**src/rtl/chain_pkg.sv**
```systemverilog
// Shared definitions for the AND-OR priority chain and its operand loader.
// Optional feature macro used by the loader: CHAIN_LOADER_PARITY_EN.
package chain_pkg;

  // Number of chain inputs (pi00..pi10) and outputs (po0..po4).
  localparam int CHAIN_N_IN  = 11;
  localparam int CHAIN_N_OUT = 5;

  // Loader FSM states. Encodings are pinned so the debug bus is stable.
  typedef enum logic [1:0] {
    COLLECT = 2'd0,
    HOLD    = 2'd1,
    DRAIN   = 2'd2
  } chain_state_e;

  // Even parity over a data word: the parity bit that makes the total count of ones even.
  function automatic logic even_parity(input logic [CHAIN_N_IN-1:0] data);
    return ^data;
  endfunction

endpackage

```
**src/rtl/chain_bit_counter.sv**
```systemverilog
// Saturating beat counter with synchronous clear; clear wins over increment.
module chain_bit_counter #(
  parameter int               CNT_W = 4,
  parameter logic [CNT_W-1:0] MAX   = '1
) (
  input  logic             clk,
  input  logic             rst_n,
  input  logic             clr_i,
  input  logic             inc_i,
  output logic [CNT_W-1:0] cnt_o
);

  logic [CNT_W-1:0] cnt_q;
  logic [CNT_W-1:0] cnt_d;

  // Next count: clear first, then increment unless already saturated.
  always_comb begin
    cnt_d = cnt_q;
    if (clr_i) begin
      cnt_d = '0;
    end else if (inc_i && (cnt_q != MAX)) begin
      cnt_d = cnt_q + 1'b1;
    end
  end

  // Count register.
  always_ff @(posedge clk or negedge rst_n) begin
    if (!rst_n) begin
      cnt_q <= '0;
    end else begin
      cnt_q <= cnt_d;
    end
  end

  assign cnt_o = cnt_q;

endmodule

```
**src/rtl/chain_operand_loader.sv**
```systemverilog
// Serial-to-parallel operand loader feeding the 11-input AND-OR priority chain.
// Collects one bit per beat into m_vec, holds the complete vector for the
// downstream stage, and drops frames of the wrong length (err_len).
// Optional: define CHAIN_LOADER_PARITY_EN to append an even-parity beat to
// every frame and report parity mismatches on err_par.
//
// Handshake: a transfer happens on a rising clk edge where valid and ready
// are both high; valid never depends on ready, and m_vec/m_valid are held
// until the transfer completes (s_ready is low the whole time m_valid is high).
module chain_operand_loader
  import chain_pkg::*;
#(
  parameter int N_IN  = CHAIN_N_IN,
  parameter int CNT_W = $clog2(N_IN + 2)
) (
  input  logic            clk,
  input  logic            rst_n,
  input  logic            clear,
  input  logic            s_valid,
  output logic            s_ready,
  input  logic            s_data,
  input  logic            s_last,
  output logic            m_valid,
  input  logic            m_ready,
  output logic [N_IN-1:0] m_vec,
  output logic            err_len,
`ifdef CHAIN_LOADER_PARITY_EN
  output logic            err_par,
`endif
  output logic [1:0]      dbg_state
);

`ifdef CHAIN_LOADER_PARITY_EN
  localparam int FRAME_LEN = N_IN + 1;
`else
  localparam int FRAME_LEN = N_IN;
`endif
  localparam logic [CNT_W-1:0] LAST_IDX = CNT_W'(FRAME_LEN - 1);
  localparam logic [CNT_W-1:0] DATA_LEN = CNT_W'(N_IN);

  chain_state_e     state_q;
  chain_state_e     state_d;
  logic [N_IN-1:0]  vec_q;
  logic [N_IN-1:0]  vec_d;
  logic             err_len_q;
  logic             err_len_d;
  logic [CNT_W-1:0] cnt;
  logic             cnt_clr;
  logic             cnt_inc;
  logic             beat;
  logic             wr_en;
  logic             par_ok;
`ifdef CHAIN_LOADER_PARITY_EN
  logic             err_par_q;
  logic             err_par_d;
`endif

  // Ready/valid are pure decodes of the state register, so neither output
  // has a combinational path from any input.
  assign s_ready = (state_q != HOLD);
  assign m_valid = (state_q == HOLD);
  assign beat    = s_valid & s_ready;

  // The parity beat arrives after all data bits are stored, so check it
  // against the stored vector.
`ifdef CHAIN_LOADER_PARITY_EN
  assign par_ok = (even_parity(vec_q) == s_data);
`else
  assign par_ok = 1'b1;
`endif

  chain_bit_counter #(
    .CNT_W (CNT_W),
    .MAX   (LAST_IDX)
  ) u_cnt (
    .clk   (clk),
    .rst_n (rst_n),
    .clr_i (cnt_clr),
    .inc_i (cnt_inc),
    .cnt_o (cnt)
  );

  // FSM next state, counter control and one-cycle error pulses; clear overrides all.
  always_comb begin
    state_d   = state_q;
    err_len_d = 1'b0;
`ifdef CHAIN_LOADER_PARITY_EN
    err_par_d = 1'b0;
`endif
    cnt_clr   = 1'b0;
    cnt_inc   = 1'b0;
    if (clear) begin
      state_d = COLLECT;
      cnt_clr = 1'b1;
    end else begin
      case (state_q)
        COLLECT: begin
          if (beat) begin
            if (cnt == LAST_IDX) begin
              cnt_clr = 1'b1;
              if (s_last) begin
                if (par_ok) begin
                  state_d = HOLD;
                end else begin
`ifdef CHAIN_LOADER_PARITY_EN
                  err_par_d = 1'b1;
`endif
                  state_d = COLLECT;
                end
              end else begin
                // Frame overran: flag once, then swallow the rest of it.
                err_len_d = 1'b1;
                state_d   = DRAIN;
              end
            end else if (s_last) begin
              // Frame ended early: flag and restart collection.
              cnt_clr   = 1'b1;
              err_len_d = 1'b1;
            end else begin
              cnt_inc = 1'b1;
            end
          end
        end
        HOLD: begin
          if (m_ready) begin
            state_d = COLLECT;
          end
        end
        DRAIN: begin
          cnt_clr = 1'b1;
          if (beat && s_last) begin
            state_d = COLLECT;
          end
        end
        default: begin
          state_d = COLLECT;
          cnt_clr = 1'b1;
        end
      endcase
    end
  end

  // Data beats in COLLECT store their bit; the parity beat is not stored.
  assign wr_en = beat && (state_q == COLLECT) && !clear && (cnt < DATA_LEN);

  // Place the accepted bit at the position given by the beat counter.
  always_comb begin
    vec_d = vec_q;
    if (wr_en) begin
      for (int k = 0; k < N_IN; k++) begin
        if (cnt == CNT_W'(k)) begin
          vec_d[k] = s_data;
        end
      end
    end
  end

  // State, operand vector and error-pulse registers.
  always_ff @(posedge clk or negedge rst_n) begin
    if (!rst_n) begin
      state_q   <= COLLECT;
      vec_q     <= '0;
      err_len_q <= 1'b0;
    end else begin
      state_q   <= state_d;
      vec_q     <= vec_d;
      err_len_q <= err_len_d;
    end
  end

`ifdef CHAIN_LOADER_PARITY_EN
  // Parity error pulse register.
  always_ff @(posedge clk or negedge rst_n) begin
    if (!rst_n) begin
      err_par_q <= 1'b0;
    end else begin
      err_par_q <= err_par_d;
    end
  end

  assign err_par = err_par_q;
`endif

  assign m_vec     = vec_q;
  assign err_len   = err_len_q;
  assign dbg_state = state_q;

endmodule

```
**config.mk**
```make
export PLATFORM = sky130hd
export DESIGN_NAME = chain_operand_loader
export DESIGN_NICKNAME = d
export VERILOG_FILES = /design/src/rtl/chain_pkg.sv /design/src/rtl/chain_bit_counter.sv /design/src/rtl/chain_operand_loader.sv
export SDC_FILE = /design/constraint.sdc
export NUM_CORES = 1
export LEC_CHECK = 0
export CELL_PAD_IN_SITES_DETAIL_PLACEMENT = 1
export CELL_PAD_IN_SITES_GLOBAL_PLACEMENT = 2
export CORE_ASPECT_RATIO = 0.7
export CORE_MARGIN = 3
export CORE_UTILIZATION = 28
export DETAILED_ROUTE_END_ITERATION = 8
export GPL_ROUTABILITY_DRIVEN = 1
export PLACE_DENSITY = 0.8
export SLEW_MARGIN = 20
export SYNTH_ARGS = -nofsm -noshare
export SYNTH_HDL_FRONTEND = slang
export SYNTH_SLANG_ARGS = --single-unit
```
**constraint.sdc**
```tcl
create_clock -name clk -period 2.09 [get_ports clk]
set_clock_uncertainty 0.05 [all_clocks]
set_input_delay 0.3135 -clock clk [delete_from_list [all_inputs] [get_ports clk]]
set_output_delay 0.3135 -clock clk [all_outputs]
set_load 0.03 [all_outputs]
```
==> flow_summary_export.csv <==
group,metric,value,unit
run_status,status,"completed",
clocking,cts.clk_slew.worst_paths,0.07,ns
sta,fin_setup_tns,0,ns
setup_path,critPathMaxFanout,9,
routing,antenna_left,0,
placement,hpwl,1810,um
run,drv_cap,0,
sta,hold_ws,0.345,ns
setup_path,rr_startpoint,"u_cnt.cnt_o[0]",
sta,finalSetupViolCount,0,
sta,relSlewSlack,76.7,%
floorplan,die_area,4280,um2
sta,rsz0062_at_grt,"no",
global_route,grt_pass1_vias,804,
hold_path,hp-class,"in -> async",
placement,gp_congestion,0.797,
setup_path,path_buf_inv,2,
clocking,cts-buffers-inserted,3,
setup_path,cp-end-kind,"output pin",
setup_path,reg2reg_to,"u_cnt.cnt_o[1]",
sta,worst_slew_pin_slew,0.348,ns
setup_path,reg2reg_depth,7,
routing,vias,779,
setup_path,worst_path_largest_cell_delay,0.66,ns
setup_path,r2r_slack,0.11,ns
final_layout,fin_area,1380,um2
synthesis,ys_top_cells_by_count,"18 x dfrtp_1, 11 x mux2_2, 11 x nand3_1",
setup_path,critical_path_required,1.73,ns
synthesis,synth_nets,95,
synthesis,synth_most_common_cell,"dfrtp_1",
setup_path,path_cells,"nor2b_1 > inv_1 > clkdlybuf4s50_1",
floorplan,rows,17,
clocking,root_buffer,"clkbuf_8",
clocking,post_cts_buffers,0,
final_layout,nets,129,
floorplan,die_y,55.6,um
sta,fin_crit_sh,94.7,%
sta,min_period,1.98,ns
clocking,h-tree-depth,1,
clocking,worstSkewPairLatency,0.26,ns
power,p_total,0.771,mW
clocking,cts.sinks,18,
setup_path,crit_arrival,1.62,ns
sta,hold_viol_final,0,
power,p_leak,0.642,nW
global_route,grt_start_max_net_pins,19,
global_route,grt_usage,12.4,%
routing,drt_first_pass_iters,4,
routing,via_per_inst,4.81,
synthesis,synth-edff-count,0,
routing,drt_iter0_drc,50,
sta,drv_slew,0,
clocking,clk_path_buf_depth,2,
setup_path,crit_start,"dbg_state[0]",
synthesis,ys_async_sr_fraction,100,%
synthesis,avgSynthCellArea,11.9,um2
routing,drt_wl_total,2300,um
placement,post_dp_cell_area,1320,um2
setup_path,critPathTopFamily,"buffers and inverters",
clocking,post_cts_resized,0,
power,power.density,559,nW/um2
global_route,overflow,0,
synthesis,syn_area,986,um2
synthesis,synth-seq-area-share,45.7,%
synthesis,synth_ff_type,"dfrtp_1",
global_route,antenna_found_initial,0,
routing,wire_per_inst,14.2,um
floorplan,die_width,76.9,um
synthesis,synth_seq_cells,18,
synthesis,yosysWarnings,0,
setup_path,crit_type,"reg -> out",
power,vdd_drop_max,0.212,mV
synthesis,synth_top_area_cell,"dfrtp_1",
clocking,hold_buffers,0,
synthesis,synth_top_area_share,45.7,%
synthesis,synthTopCellsByArea,"dfrtp_1 46%, mux2_2 13%, ha_1 6.3%, nand3_1 5.6%, nor4b_4 4.8%",
floorplan,ioPinCount,23,
sta,fmax,0.505,GHz
floorplan,core_area,3250,um2
final_layout,final_util,42.4,%
setup_path,cp-start-kind,"register",
synthesis,syn-instance-count,83,
setup_path,cp_slowest_cell,"clkdlybuf4s50_1",
synthesis,yosysUniqueCellTypes,27,
final_layout,n_antenna_cell,0,
routing,drc_errors,0,
clocking,cts_tree,"built",
floorplan,start_util,30.3,%
global_route,grt_pass1_wl,4040,um
placement,port_buffers,22,
final_layout,drive_above_1_share,26.1,%
final_layout,syn2layout_area_growth,40.0,%
## worst register-to-register path, delay by kind of cell (launching register included)
family,cells,cell delay (ns)
flip-flops,1,0.38
AND/OR/NAND/NOR,3,0.69
adder cells (fa/ha/maj),2,0.38
multiplexers,1,0.25
buffers and inverters,1,0.11
## placed cells by master (no fill, tap or decap), types with 3 or more instances in the layout
| master | instances |
|---|---|
| clkdlybuf4s50_1 | 21 |
| dfrtp_1 | 17 |
| mux2_2 | 11 |
| nand3_1 | 11 |
| buf_4 | 11 |
| inv_1 | 5 |
| nor2b_1 | 4 |
| mux2i_1 | 4 |
| ha_1 | 4 |
| nand4b_1 | 3 |
| clkbuf_8 | 3 |
## state kept, by name, summed over array words and instances, names as in the netlist
register,count
u_cnt.cnt_o,4
m_vec,11
dbg_state,2
err_len,1
## metrics by stage
step | setup WS, ns | cells
final | 0.111 | 162
after floorplan | 0.000736 | 83
after global placement | 0.0417 | 159
after detailed placement | 0.0320 | 159
after CTS | 0.0129 | 162
after global routing | 0.0204 | 162
## routing by layer
layer	global-route usage, %	vias up	routed length (um)
met1	15.9	386	1080
met2	18.1	22	1040
met5	0	-	0
met4	6.98	0	55
met3	4.21	4	123
li1	-	367	-
## final cells by class
class	instances	area (um2)
inverters	5	18.8
flip-flops and latches	18	452
well taps	47	58.8
repair buffers	33	305
fillers	364	1870
multi-input cells	56	504
clock buffers	3	41.3
## cells by family after synthesis
| group | Yosys count | synth area share, % |
|---|---|---|
| multiplexers | 16 | 17.8 |
| AND/OR/NAND/NOR | 32 | 23.7 |
| buffers and inverters | 9 | 4.44 |
| flip-flops | 18 | 45.7 |
| adder cells (fa/ha/maj) | 5 | 6.35 |
| AO/OA/AOI/OAI | 3 | 2.03 |
## where the power goes
part | leakage (nW) | switching [mW] | total (mW) | internal, mW
Clock | 0.0216 | 0.114 | 0.242 | 0.128
Sequential | 0.243 | 0.00889 | 0.376 | 0.367
Combinational | 0.378 | 0.0802 | 0.153 | 0.0732
Total | 0.642 | 0.203 | 0.771 | 0.568
## worst max-delay path by stage
stage / endpoint / slack [ns] / cells past startpoint
global route: u_cnt.cnt_o[1] / 0.02 / 7
detailed placement: m_vec[0] / 0.03 / 4
finish: s_ready / 0.11 / 3
CTS: m_valid / 0.01 / 2
floorplan: u_cnt.cnt_o[1] / 0.0007 / 7
global placement: m_vec[0] / 0.04 / 4
Note: power is estimated with default switching activity, not from simulation.
